===== src/rtl/timed_gpo_dispatcher_pkg.sv =====
// Shared types for the timed GPO dispatcher: FSM states, the queued entry
// layout and the minimum spacing between consecutive fires.
package gpo_dispatch_pkg;

   typedef enum logic [1:0] {
      IDLE  = 2'd0,
      LOAD  = 2'd1,
      ARMED = 2'd2
   } gpo_state_t;

   // ARMED -> IDLE -> LOAD -> ARMED: the earliest the next entry can fire
   localparam int unsigned MIN_SPACING = 3;

   localparam int unsigned DEF_TIME_WIDTH = 64;
   localparam int unsigned DEF_DATA_WIDTH = 128;

   typedef struct packed {
      logic [DEF_TIME_WIDTH-1:0] stamp;
      logic [DEF_DATA_WIDTH-1:0] payload;
   } gpo_entry_t;

endpackage


===== src/rtl/timed_gpo_dispatcher_sync_fifo_reg.sv =====
// Single-clock FIFO with a registered read port (data valid the cycle after
// rd_en), occupancy count and a synchronous flush.
module sync_fifo_reg #(
   parameter int unsigned WIDTH = 192,
   parameter int unsigned DEPTH = 16
) (
   input  logic                    CLK100MHZ,
   input  logic                    reset,
   input  logic                    flush,
   input  logic                    wr_en,
   input  logic [WIDTH-1:0]        wr_data,
   input  logic                    rd_en,
   output logic [WIDTH-1:0]        rd_data,
   output logic                    full,
   output logic                    empty,
   output logic [$clog2(DEPTH):0]  count
);

   localparam int unsigned PTR_WIDTH = $clog2(DEPTH);
   localparam int unsigned CNT_WIDTH = PTR_WIDTH + 1;

   logic [WIDTH-1:0]     mem_r [DEPTH];
   logic [PTR_WIDTH-1:0] wr_ptr_r;
   logic [PTR_WIDTH-1:0] rd_ptr_r;
   logic [CNT_WIDTH-1:0] count_r;
   logic [WIDTH-1:0]     rd_data_r;
   logic                 full_s;
   logic                 empty_s;
   logic                 push_s;
   logic                 pop_s;

   // Occupancy flags and qualified push/pop strobes
   always_comb begin
      full_s  = (count_r == CNT_WIDTH'(DEPTH));
      empty_s = (count_r == CNT_WIDTH'(0));
      push_s  = wr_en && !full_s && !flush;
      pop_s   = rd_en && !empty_s && !flush;
   end

   // Storage array; left unreset so it maps onto plain RAM/flops
   always_ff @(posedge CLK100MHZ) begin
      if (push_s) begin
         mem_r[wr_ptr_r] <= wr_data;
      end
   end

   // Pointers, count and registered read data
   always_ff @(posedge CLK100MHZ) begin
      if (reset) begin
         wr_ptr_r  <= '0;
         rd_ptr_r  <= '0;
         count_r   <= '0;
         rd_data_r <= '0;
      end else if (flush) begin
         wr_ptr_r  <= '0;
         rd_ptr_r  <= '0;
         count_r   <= '0;
      end else begin
         if (push_s) begin
            wr_ptr_r <= wr_ptr_r + PTR_WIDTH'(1);
         end
         if (pop_s) begin
            rd_ptr_r  <= rd_ptr_r + PTR_WIDTH'(1);
            rd_data_r <= mem_r[rd_ptr_r];
         end
         case ({push_s, pop_s})
            2'b10:   count_r <= count_r + CNT_WIDTH'(1);
            2'b01:   count_r <= count_r - CNT_WIDTH'(1);
            default: count_r <= count_r;
         endcase
      end
   end

   assign rd_data = rd_data_r;
   assign full    = full_s;
   assign empty   = empty_s;
   assign count   = count_r;

endmodule


===== src/rtl/timed_gpo_dispatcher.sv =====
// Timed-update producer for the GPO core: queues timestamped words and fires
// each one with a single-cycle counter_matched strobe once its time is reached.
module timed_gpo_dispatcher
   import gpo_dispatch_pkg::*;
#(
   parameter int unsigned FIFO_DEPTH = 16,
   parameter int unsigned TIME_WIDTH = 64,
   parameter int unsigned DATA_WIDTH = 128
) (
   input  logic                          CLK100MHZ,
   input  logic                          reset,
   input  logic [TIME_WIDTH-1:0]         counter,
   input  logic                          wr_en,
   input  logic [TIME_WIDTH-1:0]         wr_time,
   input  logic [DATA_WIDTH-1:0]         wr_data,
   input  logic                          flush,
   input  logic                          clear_errors,
   output logic                          full,
   output logic                          empty,
   output logic [$clog2(FIFO_DEPTH):0]   fifo_count,
   output logic [DATA_WIDTH-1:0]         gpo_data,
   output logic                          counter_matched,
   output logic                          late_error,
   output logic [DATA_WIDTH-1:0]         late_data,
   output logic                          overflow_error
);

   localparam int unsigned ENTRY_WIDTH = TIME_WIDTH + DATA_WIDTH;

   gpo_state_t              state_r;
   gpo_state_t              state_next_s;
   logic                    pop_s;
   logic                    head_load_s;
   logic                    fire_s;
   logic                    late_s;
   logic                    overflow_set_s;
   logic                    fifo_full_s;
   logic                    fifo_empty_s;
   logic [ENTRY_WIDTH-1:0]  fifo_rd_s;
   logic [TIME_WIDTH-1:0]   head_time_r;
   logic [DATA_WIDTH-1:0]   head_data_r;
   logic                    counter_matched_r;
   logic [DATA_WIDTH-1:0]   gpo_data_r;
   logic                    late_error_r;
   logic [DATA_WIDTH-1:0]   late_data_r;
   logic                    overflow_error_r;

   sync_fifo_reg #(
      .WIDTH (ENTRY_WIDTH),
      .DEPTH (FIFO_DEPTH)
   ) u_fifo (
      .CLK100MHZ (CLK100MHZ),
      .reset     (reset),
      .flush     (flush),
      .wr_en     (wr_en),
      .wr_data   ({wr_time, wr_data}),
      .rd_en     (pop_s),
      .rd_data   (fifo_rd_s),
      .full      (fifo_full_s),
      .empty     (fifo_empty_s),
      .count     (fifo_count)
   );

   // Next-state logic; flush overrides everything, including a pending match
   always_comb begin
      state_next_s = state_r;
      pop_s        = 1'b0;
      head_load_s  = 1'b0;
      fire_s       = 1'b0;
      if (flush) begin
         state_next_s = IDLE;
      end else begin
         case (state_r)
            IDLE: begin
               if (!fifo_empty_s) begin
                  pop_s        = 1'b1;
                  state_next_s = LOAD;
               end else begin
                  state_next_s = IDLE;
               end
            end
            LOAD: begin
               head_load_s  = 1'b1;
               state_next_s = ARMED;
            end
            ARMED: begin
               if (counter >= head_time_r) begin
                  fire_s       = 1'b1;
                  state_next_s = IDLE;
               end else begin
                  state_next_s = ARMED;
               end
            end
            default: begin
               state_next_s = IDLE;
            end
         endcase
      end
   end

   // Error qualifiers; a write coinciding with flush is ignored entirely
   always_comb begin
      late_s         = fire_s && (counter != head_time_r);
      overflow_set_s = wr_en && !flush && fifo_full_s;
   end

   // State, head entry and registered outputs; error sets win over clears
   always_ff @(posedge CLK100MHZ) begin
      if (reset) begin
         state_r           <= IDLE;
         head_time_r       <= '0;
         head_data_r       <= '0;
         counter_matched_r <= 1'b0;
         gpo_data_r        <= '0;
         late_error_r      <= 1'b0;
         late_data_r       <= '0;
         overflow_error_r  <= 1'b0;
      end else begin
         state_r           <= state_next_s;
         counter_matched_r <= fire_s;
         if (head_load_s) begin
            head_time_r <= fifo_rd_s[ENTRY_WIDTH-1:DATA_WIDTH];
            head_data_r <= fifo_rd_s[DATA_WIDTH-1:0];
         end
         if (fire_s) begin
            gpo_data_r <= head_data_r;
         end
         if (late_s) begin
            late_error_r <= 1'b1;
            late_data_r  <= head_data_r;
         end else if (clear_errors) begin
            late_error_r <= 1'b0;
         end
         if (overflow_set_s) begin
            overflow_error_r <= 1'b1;
         end else if (clear_errors) begin
            overflow_error_r <= 1'b0;
         end
      end
   end

   assign full            = fifo_full_s;
   assign empty           = fifo_empty_s && (state_r == IDLE);
   assign gpo_data        = gpo_data_r;
   assign counter_matched = counter_matched_r;
   assign late_error      = late_error_r;
   assign late_data       = late_data_r;
   assign overflow_error  = overflow_error_r;

endmodule


===== config.mk =====
export PLATFORM = sky130hd
export DESIGN_NAME = timed_gpo_dispatcher
export DESIGN_NICKNAME = d
export VERILOG_FILES = /design/src/rtl/timed_gpo_dispatcher_pkg.sv /design/src/rtl/timed_gpo_dispatcher_sync_fifo_reg.sv /design/src/rtl/timed_gpo_dispatcher.sv
export SDC_FILE = /design/constraint.sdc
export NUM_CORES = 2
export LEC_CHECK = 0
export CAP_MARGIN = 20
export CORE_UTILIZATION = 55
export CTS_CLUSTER_SIZE = 24
export DETAILED_ROUTE_END_ITERATION = 7
export DONT_BUFFER_PORTS = 1
export PLACE_DENSITY = 0.72
export SLEW_MARGIN = 20
export SYNTH_ARGS = -nofsm -noshare
export SYNTH_HDL_FRONTEND = slang
export SYNTH_SLANG_ARGS = --single-unit

===== constraint.sdc =====
create_clock -name CLK100MHZ -period 21.4 [get_ports CLK100MHZ]
set_input_delay 1.07 -clock CLK100MHZ [delete_from_list [all_inputs] [get_ports CLK100MHZ]]
set_output_delay 1.07 -clock CLK100MHZ [all_outputs]
set_load 0.01 [all_outputs]

==> results <==
- In the layout the commonest cells are 3072 x sky130_fd_sc_hd__edfxtp_1, 960 x sky130_fd_sc_hd__mux4_2, 790 x sky130_fd_sc_hd__nand2_1.
- The endpoint required time on the critical path is 22.21 ns.
- Counting the buffers created by CTS gives 381.
- The count of final max-slew check failures is 0.
- The flow ran to the end, and the final reports show no timing, DRC or antenna violations.
- The number of library cell types mapped by synthesis is 43.
- The number of iterations in the first detailed-routing pass is 6.
- By startpoint and endpoint, the worst setup path is classified as register to register.
- The worst ir drop on vdd is 0.00008292 V.
- The number of enable flip-flop cells after synthesis is 3072.
- The area of placed instances is 144200 um^2.
- The minimum setup slack after placement is 15.62 ns.
- The height of the chip is 507.3 um.
- The CTS tree is built.
- The total vias in the final route is 68.70k.
- Ranked by total cell area, the synthesized netlist is headed by sky130_fd_sc_hd__edfxtp_1 66%, sky130_fd_sc_hd__mux4_2 15%, sky130_fd_sc_hd__dfxtp_1 9.4%, sky130_fd_sc_hd__nand2_1 2.1%, sky130_fd_sc_hd__mux2i_1 1.8%.
- The maximum clock insertion buffer count is 4.
- At the pin with the least slew margin, the transition time is 1.312 ns.
- The worst pin sits at a relative slew slack of 0.1255.
- The number of clock sinks is 3730.
- The first routing iteration left 8212 violations.
- Once detailed placement completed, the half-perimeter wirelength came to 171.6 mm.
- The maximum frequency from static timing analysis is 0.1824 GHz.
- 527 I/O pins were placed.
- Clock skew on the completed layout was measured at 0.07186 ns.
- The hold buffer count at cts is 0.
- The worst setup path is captured at a register.
- The post-CTS repair timing setup buffer count is 0.
- The area inside the core boundary is 253900 um^2.
- The share of synthesized area in the top cell type comes to 0.6569.
- The via count of the first global-routing pass is 70.60k.
- Summed over all cells, the static leakage comes to 48.13 nW.
- Across the run, the number of max-cap violations was 0.
- The average routed wire per standard cell is 30.41 um.
- The count of instances resized after the clock tree is built is 0.
- The share of the yosys chip area belonging to registers is 0.7507.
- In this run the cell area of the synthesized design comes to 140400 um^2.
- The library cell used most frequently in the layout, excluding fill and tap cells, is sky130_fd_sc_hd__edfxtp_1.
- The net count of the finished layout is 7649.
- The final hold slack is 0.1880 ns.
- The top cell type by total area after synthesis is sky130_fd_sc_hd__edfxtp_1.
- The floorplan die width is 507.3 um.
- The final weighted congestion of routability-driven global placement is 0.7638.
- Setup violations remaining at the end of the flow were counted as 0.
- Entering global routing, the biggest net connects 774 pins.
- The first global-routing pass estimated 485.1 mm of wire.
- The count of nets left with antenna violations once routing finished came out at 0.
- The type of origin of the critical path is a register.
- For this run, asynchronously set or reset flops after synthesis account for 0.
- The initial antenna violation count came to 12.
- The peak fanout along the critical path is 87.
- Dividing the final minimum period by the clock period gives 0.2562.
- The average instance in the mapped netlist occupies 19.41 um^2.
- The worst path in the final design needs a cycle of 5.482 ns, including I/O delays and setup.
- In the global route stage, overall resource usage came out at 0.2599.
- The final setup slack of the worst path is 15.92 ns.
- Setup repair after global routing left no endpoint under its margin.
- The internal reg-to-reg setup slack is 15.92 ns.
- The count of input and output buffers is 0.
- In the synthesized netlist the dominant register cell turns out to be sky130_fd_sc_hd__edfxtp_1.
- In this run the worst hold path is classified as input pin to register.
- The maximum level of the CTS H-tree is 5.
- The total count of hold-check failures in the final report is 0.
- The launch point of the worst hold path is wr_time[34].
- The fraction of final layout cells with drive strength greater than 1 is 0.2177.
- After synthesis the netlist holds a flip-flop and latch count of 3730.
- The post-synth net total is 7571.
- The clock insertion delay at the later pin of the skew report is 0.97 ns.
- The post-detailed-routing wire length is 334.1 mm.
- The area growth from synthesis to layout is 11.58%.
- The finished cells cover 156700 um^2.
- For this run, design rule violations remaining after detail routing come to 0.
- For this configuration, the core starts out at a cell density of 0.5530.
- In this run the critical register-to-register path is launched from u_fifo.rd_ptr_r[0].
- Setup total negative slack on the finished layout was measured at 0 ns.
- The power density over the cells is 94.24 nW/um^2.
- The die covers 257300 um^2.
- The floorplan has 185 rows.
- The via density per instance is 6.255.
- The leftover overflow at the end of global routing is 0.
- After clock tree synthesis, the clock-pin slew on the worst setup and hold paths is 0.06 ns.
- For this run, the number of Yosys warnings is 0.
- The library cell used as clock root buffer is sky130_fd_sc_hd__clkbuf_16.
- Counting every instance in the synthesized netlist gives 7236.
- Data on the critical path arrives at its endpoint at 6.29 ns.
- The critical path launch point is u_fifo.rd_ptr_r[0].
- The completed layout was analyzed and its total power is 14.77 mW.
## power by group
| group | internal [mW] | total, mW | switching, mW |
|---|---|---|---|
| registers | 7.88 | 7.90 | 0.0160 |
| logic | 0.143 | 0.297 | 0.154 |
| clock network | 3.88 | 6.57 | 2.69 |
| total | 11.9 | 14.8 | 2.86 |
## cells by family (layout without fill, tap and decap cells)
| group | count (synthesis) | count (layout) | synth area share |
|---|---|---|---|
| DFF | 3730 | 3730 | 0.7507 |
| and+or+nand+nor | 1260 | 1260 | 0.03912 |
| muxes | 1217 | 1217 | 0.1723 |
| buffers and inverters | 499 | 878 | 0.01422 |
| AOI/OAI and AO/OA | 446 | 446 | 0.01639 |
| adders and majority gates | 74 | 74 | 0.006647 |
| xor gates and xnor gates | 10 | 10 | 0.0006237 |
| other | 0 | 3 | 0 |
## metal layers
metal  vias up  track usage  part of all wire
li1      28734            -                 -
met1     36357       0.3553              0.39
met2      3067       0.4169              0.48
met3       540      0.06932              0.10
met4         4      0.06826             0.025
met5         -            0          0.000060
## sequential cells by signal, summed over array words and instances (netlist names), 4 cells and up
| name | flops |
|---|---|
| u_fifo.rd_ptr_r | 4 |
| head_data_r | 128 |
| gpo_data | 128 |
| late_data | 128 |
| u_fifo.mem_r | 3072 |
| u_fifo.wr_ptr_r | 4 |
| head_time_r | 64 |
| u_fifo.rd_data | 192 |
| u_fifo.count | 5 |
## metrics by stage
step,std cells,util
floorplan,7236,-
finish,10984,0.6171
detailed placement,10293,0.5679
global route,10983,0.6170
CTS,10977,0.6166
global placement,10292,0.5677
## final cells by class
class / instances / area (um^2)
multi-input combinational: 3007 / 33180
clock buffer: 479 / 10230
sequential: 3730 / 105400
fill: 17230 / 97240
antenna: 3 / 7.507
inverter: 78 / 300.3
timing repair buffer: 116 / 1184
tap: 3366 / 4212
clock inverter: 205 / 2136
## worst paths after layout
kind,end,cells after the start
min reg2reg,head_data_r[120],2
min,u_fifo.mem_r[2][162],0
max,u_fifo.rd_data[72],8
max reg2reg,u_fifo.rd_data[72],8
## worst max-delay path: stages (launching register included)
cell and delay [ns]:
sky130_fd_sc_hd__dfxtp_4 0.98, sky130_fd_sc_hd__buf_12 0.62, sky130_fd_sc_hd__buf_4 0.83, sky130_fd_sc_hd__buf_4 0.79, sky130_fd_sc_hd__buf_4 0.68, sky130_fd_sc_hd__mux4_2 0.60
sky130_fd_sc_hd__mux4_2 0.48, sky130_fd_sc_hd__nand2_1 0.09, sky130_fd_sc_hd__a21oi_1 0.08
## synth_stat cells, types with 3 or more instances
master and number:
sky130_fd_sc_hd__a21o_1 5, sky130_fd_sc_hd__a21oi_1 417, sky130_fd_sc_hd__a221o_1 5, sky130_fd_sc_hd__and4_1 3, sky130_fd_sc_hd__buf_1 47, sky130_fd_sc_hd__buf_2 27, sky130_fd_sc_hd__buf_4 24, sky130_fd_sc_hd__clkbuf_1 323
sky130_fd_sc_hd__dfxtp_1 658, sky130_fd_sc_hd__edfxtp_1 3072, sky130_fd_sc_hd__ha_1 73, sky130_fd_sc_hd__inv_1 77, sky130_fd_sc_hd__mux2i_1 257, sky130_fd_sc_hd__mux4_2 960, sky130_fd_sc_hd__nand2_1 790, sky130_fd_sc_hd__nand2b_1 262
sky130_fd_sc_hd__nand3_1 6, sky130_fd_sc_hd__nand4_1 13, sky130_fd_sc_hd__nor2_1 164, sky130_fd_sc_hd__nor2b_1 3, sky130_fd_sc_hd__nor3_1 5, sky130_fd_sc_hd__nor4_1 3, sky130_fd_sc_hd__o21ai_0 9, sky130_fd_sc_hd__or2_2 3
sky130_fd_sc_hd__xor2_1 8
Note: power is estimated with default switching activity, not from simulation.
